==> src/rtl/async_step_issuer.sv <==
// Batches per-cycle commit counts into one-cycle step pulses for the async
// controller, and stops issuing once the controller reports a sticky halt.
module async_step_issuer #(
  parameter int STEP_WIDTH      = 8,
  parameter int COMMIT_WIDTH    = 4,
  parameter int BATCH_THRESHOLD = 64,
  parameter int FLUSH_TIMEOUT   = 1000,
  parameter int TIMER_WIDTH     = 16
) (
  input  logic                    clock,
  input  logic                    reset,
  input  logic                    commit_valid,
  input  logic [COMMIT_WIDTH-1:0] commit_num,
  input  logic                    flush_req,
  input  logic                    simv_result,
  output logic [STEP_WIDTH-1:0]   step,
  output logic                    halted,
  output logic [63:0]             total_steps,
  output logic [63:0]             dropped_steps
);

  typedef enum logic [1:0] {
    IDLE  = 2'd0,
    ACCUM = 2'd1,
    HALT  = 2'd2
  } state_t;

  localparam logic [STEP_WIDTH-1:0]  THRESH  = STEP_WIDTH'(BATCH_THRESHOLD);
  localparam logic [TIMER_WIDTH-1:0] TO_LAST = TIMER_WIDTH'(FLUSH_TIMEOUT - 1);

  function automatic logic [63:0] widen(input logic [STEP_WIDTH-1:0] v);
    return {{(64 - STEP_WIDTH){1'b0}}, v};
  endfunction

  state_t                  state_q, state_d;
  logic [STEP_WIDTH-1:0]   acc_q, acc_d;
  logic [TIMER_WIDTH-1:0]  timer_q, timer_d;
  logic [STEP_WIDTH-1:0]   step_q, step_d;
  logic [63:0]             total_q, total_d;
  logic [63:0]             dropped_q, dropped_d;
  logic                    halted_q, halted_d;

  logic [STEP_WIDTH-1:0]   in_w;
  logic [STEP_WIDTH-1:0]   sum_w;
  logic                    emit_w;

  // Parameter bounds keep acc + in inside STEP_WIDTH bits.
  assign in_w  = commit_valid ? {{(STEP_WIDTH - COMMIT_WIDTH){1'b0}}, commit_num}
                              : '0;
  assign sum_w = acc_q + in_w;

  always_comb begin
    emit_w = 1'b0;
    if (state_q != HALT && !simv_result && sum_w != '0) begin
      emit_w = (sum_w >= THRESH) || flush_req ||
               (state_q == ACCUM && timer_q == TO_LAST);
    end
  end

  always_comb begin
    state_d   = state_q;
    acc_d     = acc_q;
    timer_d   = timer_q;
    step_d    = '0;
    total_d   = total_q;
    dropped_d = dropped_q;
    halted_d  = halted_q;
    unique case (state_q)
      IDLE, ACCUM: begin
        // Halt takes priority over any emission in the same cycle.
        if (simv_result) begin
          dropped_d = dropped_q + widen(sum_w);
          acc_d     = '0;
          timer_d   = '0;
          state_d   = HALT;
          halted_d  = 1'b1;
        end else if (emit_w) begin
          step_d  = sum_w;
          acc_d   = '0;
          timer_d = '0;
          total_d = total_q + widen(sum_w);
          state_d = IDLE;
        end else begin
          acc_d   = sum_w;
          state_d = (sum_w != '0) ? ACCUM : IDLE;
          timer_d = (state_q == ACCUM) ? timer_q + 1'b1 : '0;
        end
      end
      HALT: begin
        dropped_d = dropped_q + widen(in_w);
      end
      default: begin
        state_d = IDLE;
        acc_d   = '0;
        timer_d = '0;
      end
    endcase
  end

  always_ff @(posedge clock) begin
    if (reset) begin
      state_q   <= IDLE;
      acc_q     <= '0;
      timer_q   <= '0;
      step_q    <= '0;
      total_q   <= '0;
      dropped_q <= '0;
      halted_q  <= 1'b0;
    end else begin
      state_q   <= state_d;
      acc_q     <= acc_d;
      timer_q   <= timer_d;
      step_q    <= step_d;
      total_q   <= total_d;
      dropped_q <= dropped_d;
      halted_q  <= halted_d;
    end
  end

  assign step          = step_q;
  assign halted        = halted_q;
  assign total_steps   = total_q;
  assign dropped_steps = dropped_q;

endmodule

==> config.mk <==
export PLATFORM = sky130hd
export DESIGN_NAME = async_step_issuer
export DESIGN_NICKNAME = d
export VERILOG_FILES = /design/src/rtl/async_step_issuer.sv
export SDC_FILE = /design/constraint.sdc
export NUM_CORES = 1
export LEC_CHECK = 0
export BUFFER_PORTS_ARGS = -buffer_cell sky130_fd_sc_hd__buf_2
export CORE_MARGIN = 3
export CORE_UTILIZATION = 51
export CTS_CLUSTER_SIZE = 30
export DETAILED_ROUTE_END_ITERATION = 7
export PLACE_DENSITY = 0.84
export SLEW_MARGIN = 20
export SYNTH_ARGS = -nofsm -noshare
export SYNTH_HDL_FRONTEND = slang
export SYNTH_SLANG_ARGS = --single-unit
==> constraint.sdc <==
create_clock -name clock -period 4.2 [get_ports clock]
set_input_delay 0.84 -clock clock [delete_from_list [all_inputs] [get_ports clock]]
set_output_delay 0.84 -clock clock [all_outputs]
set_load 0.02 [all_outputs]
==> metrics, run 1 <==
status finished clean; GR Util All Layers 0.256; critical path class input pin to flop; synthesized instance count 1038; post-route insts no fill 1471; DRT iter0 DRCs 720; final worst slack 75.6 ps; max cap viols 0; share of layout cells above drive strength 1 0.242; Root Driver clkbuf_16; slew of the pin with the lowest slew margin 1010 ps; Net count, final 1274; crit-path max FO 4; total power draw 3.40 mW; CTS Hold Bufs 0; FP Rows 46; ANT cells 0; Seq cells post-synth 163; vias in the first global route 8133; largest cells by area after synthesis dfxtp_1 (38%), a21oi_1 (5.7%), xnor2_1 (4.3%), nand2_1 (3.6%), or4_1 (3.6%); clock buffer depth 2; Post-Syn Area 8560 sq um; critical path cell sequence buf_2 > and2_2 > ha_1 > a21o_1 > maj3_2 > xnor2_2 > buf_4 > o21ai_0 > ha_1 > inv_1 > o211ai_1 > a31oi_2 > or4_4 > or3_1 > a21oi_1; Synth top cells by count dfxtp_1 (163), a21oi_1 (98), nand2_1 (83), nor2_1 (73), nand3_1 (50); reg2reg start acc_q[1]; Min Hold Slack 465 ps; vias per inst 6.02; Seq/Total Area, Yosys 0.381; Crit-path slowest cell or4_4; Final Hold Viols 0; Final min period 4120 ps; Cell variety after synth 72; final HPWL from detailed placement 16.7 mm; number of flops mapped to enable cells by yosys 0; hold path start acc_q[0]; die footprint 18400 sq um; part of the cycle the worst path needs 0.982; most frequent cell after synthesis dfxtp_1; DRC 0; dpl cells 1435; reg-to-reg endpoint dropped_steps[63]; grt total ovfl 0; final RePlAce weighted congestion 0.875; startpoint types input pin; WL/cell 16.3 um; Max-slew headroom 0.322; worst hold path class flop to flop; initial antenna violation count 0; WL final 23.9 mm; R2R cell count 13; Synth async-reset ratio 0; Die Wd 136 um; Port Buffers 145; max-slew violations 0; Die Y 136 um; worst skew pair latency 430 ps; Hold Path End acc_q[0]; vias 8859; total of warnings raised by yosys 0; Setup WS pre-CTS -407 ps; syn avg cell area 8.25 sq um; final setup fails 0; post-synth top area share 0.381; hold depth 2; P per Cell Area 314 nW/um^2; area grow syn2layout 26.5%; CP endpoint kind flop; final core utilization 0.670; largest net degree at the start of global routing 74; # IOs 146; Pre-antenna DRT Iters 5; Post-synth top flop dfxtp_1; Sink Count 163; total leakage power 4.27 nW; post-synth net total 1070; DRT antenna net count 0; WP data required 4550 ps; first-pass GRT wire length 39.1 mm; crit path DAT 4480 ps; clk slew on worst S/H paths 60 ps; fillcell total 1291; Worst Skew 9.89 ps; Largest stage delay, worst path 550 ps; CTS tree done; CTS H-Tree Depth 4; Yosys top cell by area dfxtp_1; most frequent CP cell ha_1; RSZ-0062 raised after global routing true; worst reg2reg setup slack 430 ps; CTS buffer count 17; Core Region 16200 sq um; Initial Util 0.529; FMAX 242 MHz; VDD IR-drop max 0.000297 V
[how the worst max path moves through the flow]
stage / startpoint / slack [ps] / end / cells past startpoint
final: commit_valid / 80 / dropped_steps[63] / 15
after global routing: commit_valid / -110 / total_steps[50] / 15
after global placement: commit_valid / -280 / total_steps[61] / 17
after detailed placement: commit_valid / -410 / total_steps[28] / 17
after floorplan: commit_num[1] / 20 / dropped_steps[63] / 13
after CTS: commit_valid / 30 / total_steps[39] / 19
[what timing repair did]
item / in CTS / in global routing
endpoints found under the setup margin: 1 / 73
gates resized for setup: 1 / 21
cloned: 0 / 2
pin swaps: 0 / 6
hold endpoints to repair: 0 / 0
setup buffers: 0 / 2
[cell usage in the layout, fill, tap and decap left out, types with 17 or more instances in the layout]
| cell | n |
|---|---|
| a21oi_1 | 97 |
| and3_1 | 18 |
| buf_2 | 144 |
| buf_4 | 84 |
| clkbuf_16 | 19 |
| dfxtp_1 | 163 |
| ha_1 | 17 |
| inv_1 | 32 |
| nand2_1 | 82 |
| nand3_1 | 50 |
| nand4_1 | 19 |
| nor2_1 | 73 |
| nor3_1 | 26 |
| nor4_1 | 20 |
| o21ai_0 | 29 |
| o21ai_1 | 33 |
| o31ai_1 | 39 |
| or3_1 | 33 |
| or4_1 | 39 |
| xnor2_1 | 40 |
[registers in the layout (all words and copies together) (netlist names)]
signal	flops
dropped_steps	64
total_steps	64
timer_q	16
acc_q	8
step	8
state_q	2
halted	1
[per-stage QoR]
step	TNS [ps]	instance area, sq um
after floorplan	0	8570
after global placement	-14660	10000
after detailed placement	-23280	10000
after CTS	0	10600
after global routing	-1910	10800
final	0	10800
[cell type report]
type | count | area (sq um) | share of cell area
flip-flops and latches | 163 | 3260 | 0.301
inverters | 34 | 128 | 0.0118
clock buffers | 21 | 470 | 0.0434
repair buffers | 235 | 1490 | 0.138
multi-input cells | 791 | 5080 | 0.469
well taps | 216 | 270 | 0.0250
clock inverters | 11 | 126 | 0.0117
[per-layer routing]
layer,vias up,global-route usage,part of all wire
li1,4268,-,-
met1,4210,0.339,0.42
met2,339,0.424,0.49
met3,42,0.0449,0.068
met4,0,0.0907,0.022
met5,-,0,0
[critical path: cells and delay by family]
| kind | cells | cell delay, ps |
|---|---|---|
| buffers and inverters | 3 | 330 |
| adder cells (fa/ha/maj) | 3 | 1030 |
| AO/OA/AOI/OAI | 5 | 930 |
| XOR/XNOR | 1 | 240 |
| AND/OR/NAND/NOR | 3 | 1110 |
[kinds of logic (layout without fill, tap and decap cells)]
logic type                 Yosys count  after routing  share of synthesized area
and+or+nand+nor                    433            433                      0.278
AOI/OAI and AO/OA                  273            273                      0.199
DFF                                163            163                      0.381
buffers and inverters               84            301                     0.0403
xor gates and xnor gates            56             56                     0.0573
adders and majority gates           24             24                     0.0374
muxes                                5              5                    0.00658
[power breakdown]
part | leakage, nW | total, mW | internal, mW | switching (mW)
Combinational | 2.66 | 0.251 | 0.0969 | 0.154
Sequential | 1.31 | 1.57 | 1.56 | 0.0147
Clock | 0.294 | 1.57 | 0.926 | 0.648
(Power assumes the default switching activity.)
==> run 2: changes to the inputs <==
--- a/config.mk
+++ b/config.mk
@@ -6,11 +6,14 @@
 export NUM_CORES = 1
 export LEC_CHECK = 0
 export BUFFER_PORTS_ARGS = -buffer_cell sky130_fd_sc_hd__buf_2
+export CELL_PAD_IN_SITES_DETAIL_PLACEMENT = 1
+export CELL_PAD_IN_SITES_GLOBAL_PLACEMENT = 1
 export CORE_MARGIN = 3
-export CORE_UTILIZATION = 51
+export CORE_UTILIZATION = 38
 export CTS_CLUSTER_SIZE = 30
 export DETAILED_ROUTE_END_ITERATION = 7
-export PLACE_DENSITY = 0.84
+export PLACE_DENSITY = 0.85
+export REMOVE_ABC_BUFFERS = 1
 export SLEW_MARGIN = 20
 export SYNTH_ARGS = -nofsm -noshare
 export SYNTH_HDL_FRONTEND = slang
==> run 2 against run 1 <==
  * Count of clock-buffer cells in the layout decreased by 2
  * Design area increased by 0.52%
  * Routed wire length increased by 22%
  * Total power increased by 1.1%
  * Highest routed layer unchanged
==> metrics, run 2 (synthesis gave the netlist of run 1 again) <==
status finished clean; worst reg2reg setup slack 330 ps; slew of the pin with the lowest slew margin 945 ps; RSZ-0062 raised after global routing true; ANT cells 0; Largest stage delay, worst path 450 ps; Crit-path slowest cell or4_1; largest net degree at the start of global routing 58; area grow syn2layout 27.2%; DRC 0; WL final 29.3 mm; max-slew violations 0; final RePlAce weighted congestion 0.837; vias per inst 5.88; die footprint 24400 sq um; Critical Path Source commit_valid; Pre-antenna DRT Iters 5; clk slew on worst S/H paths 70 ps; CTS H-Tree Depth 4; final HPWL from detailed placement 20.0 mm; reg-to-reg endpoint total_steps[61]; initial antenna violation count 0; grt total ovfl 0; final core utilization 0.496; Final Hold Viols 0; Root Driver clkbuf_16; worst hold path class flop to flop; Max-slew headroom 0.368; WL/cell 19.1 um; Sink Count 163; clock buffer depth 2; max cap viols 0; Die Wd 156 um; FMAX 240 MHz; hold depth 2; DRT iter0 DRCs 546; Critical Path Sink total_steps[61]; final setup fails 0; vias 9003; Setup TNS 0 ps; vias in the first global route 9089; # IOs 146; most common cell after layout, fill and taps aside dfxtp_1; reg2reg start acc_q[1]; Core Region 22000 sq um; Port Buffers 145; Initial Util 0.390; GR Util All Layers 0.227; Net count, final 1271; DRT antenna net count 0; FP Rows 54; crit path DAT 4480 ps; share of layout cells above drive strength 1 0.245; R2R cell count 13; Die Y 156 um; total power draw 3.43 mW; P per Cell Area 315 nW/um^2; most frequent cells in the layout dfxtp_1 (163), buf_2 (144), a21oi_1 (94); Worst Skew 13.5 ps; WP data required 4510 ps; total leakage power 4.21 nW; area of the multi-input gates 5170 sq um; most frequent CP cell or4_1; critical path cell sequence buf_2 > and2_1 > ha_1 > a21o_1 > maj3_1 > xnor2_2 > inv_1 > ha_4 > nand3_1 > o211ai_1 > or4_1 > a31oi_1 > or4_1 > nor4_2 > mux2_1; fillcell total 2652; critical path class input pin to flop; CP endpoint kind flop; startpoint types input pin; CTS tree done; register area 3260 sq um; VDD IR-drop max 0.000219 V; first-pass GRT wire length 45.9 mm; Final min period 4170 ps; crit-path max FO 4; part of the cycle the worst path needs 0.993; CTS buffer count 17; worst skew pair latency 430 ps
[run 2: timing repair]
item / 4_1_cts / 5_1_grt
setup endpoints to repair: 19 / 91
hold buffers: 0 / 0
endpoints found under the hold margin: 0 / 0
buffers inserted: 0 / 5
cloned: 0 / 2
gates resized for setup: 4 / 24
pin swaps: 0 / 7
[run 2: layer usage]
layer | up-vias | part of all wire | global-route usage
met3 | 44 | 0.036 | 0.0413
met4 | 0 | 0.019 | 0.0673
met5 | - | 0 | 0
met1 | 4486 | 0.44 | 0.279
li1 | 4255 | - | -
met2 | 218 | 0.50 | 0.403
[run 2: worst min-delay path by stage]
stage              from        to  slack, ps
2_1_floorplan  acc_q[0]  acc_q[0]        430
3_3_place_gp   acc_q[0]  acc_q[0]        450
3_5_place_dp   acc_q[0]  acc_q[0]        470
4_1_cts        acc_q[0]  acc_q[0]        470
5_1_grt        acc_q[3]  acc_q[3]        500
6_report       acc_q[0]  acc_q[0]        470
[run 2: per-stage QoR]
step	setup WS [ps]	cell area [sq um]	hold slack [ps]	std cells
floorplan	-468	8340	434	988
global placement	-196	10100	450	1493
detailed placement	-444	10100	466	1493
CTS	32.3	10700	474	1524
global route	-135	10900	498	1531
finish	30.7	10900	474	1531
[run 2: power by group]
group,total (mW),internal [mW],switching (mW)
combinational,0.274,0.102,0.173
sequential,1.57,1.56,0.0162
clock,1.59,0.906,0.680
[run 2: layout make-up]
cell class / instances / share of cell area
Multi-Input combinational cell: 793 / 0.475
Sequential cell: 163 / 0.300
Timing Repair Buffer: 230 / 0.128
Clock buffer: 19 / 0.0416
Tap cell: 280 / 0.0322
Clock inverter: 12 / 0.0121
Inverter: 34 / 0.0117
[run 2: worst max-delay path, delay by kind of cell]
family	cells	cell delay (ps)
AO/OA/AOI/OAI	3	640
XOR/XNOR	1	290
AND/OR/NAND/NOR	5	1110
adder cells (fa/ha/maj)	3	1030
buffers and inverters	2	240
multiplexers	1	340
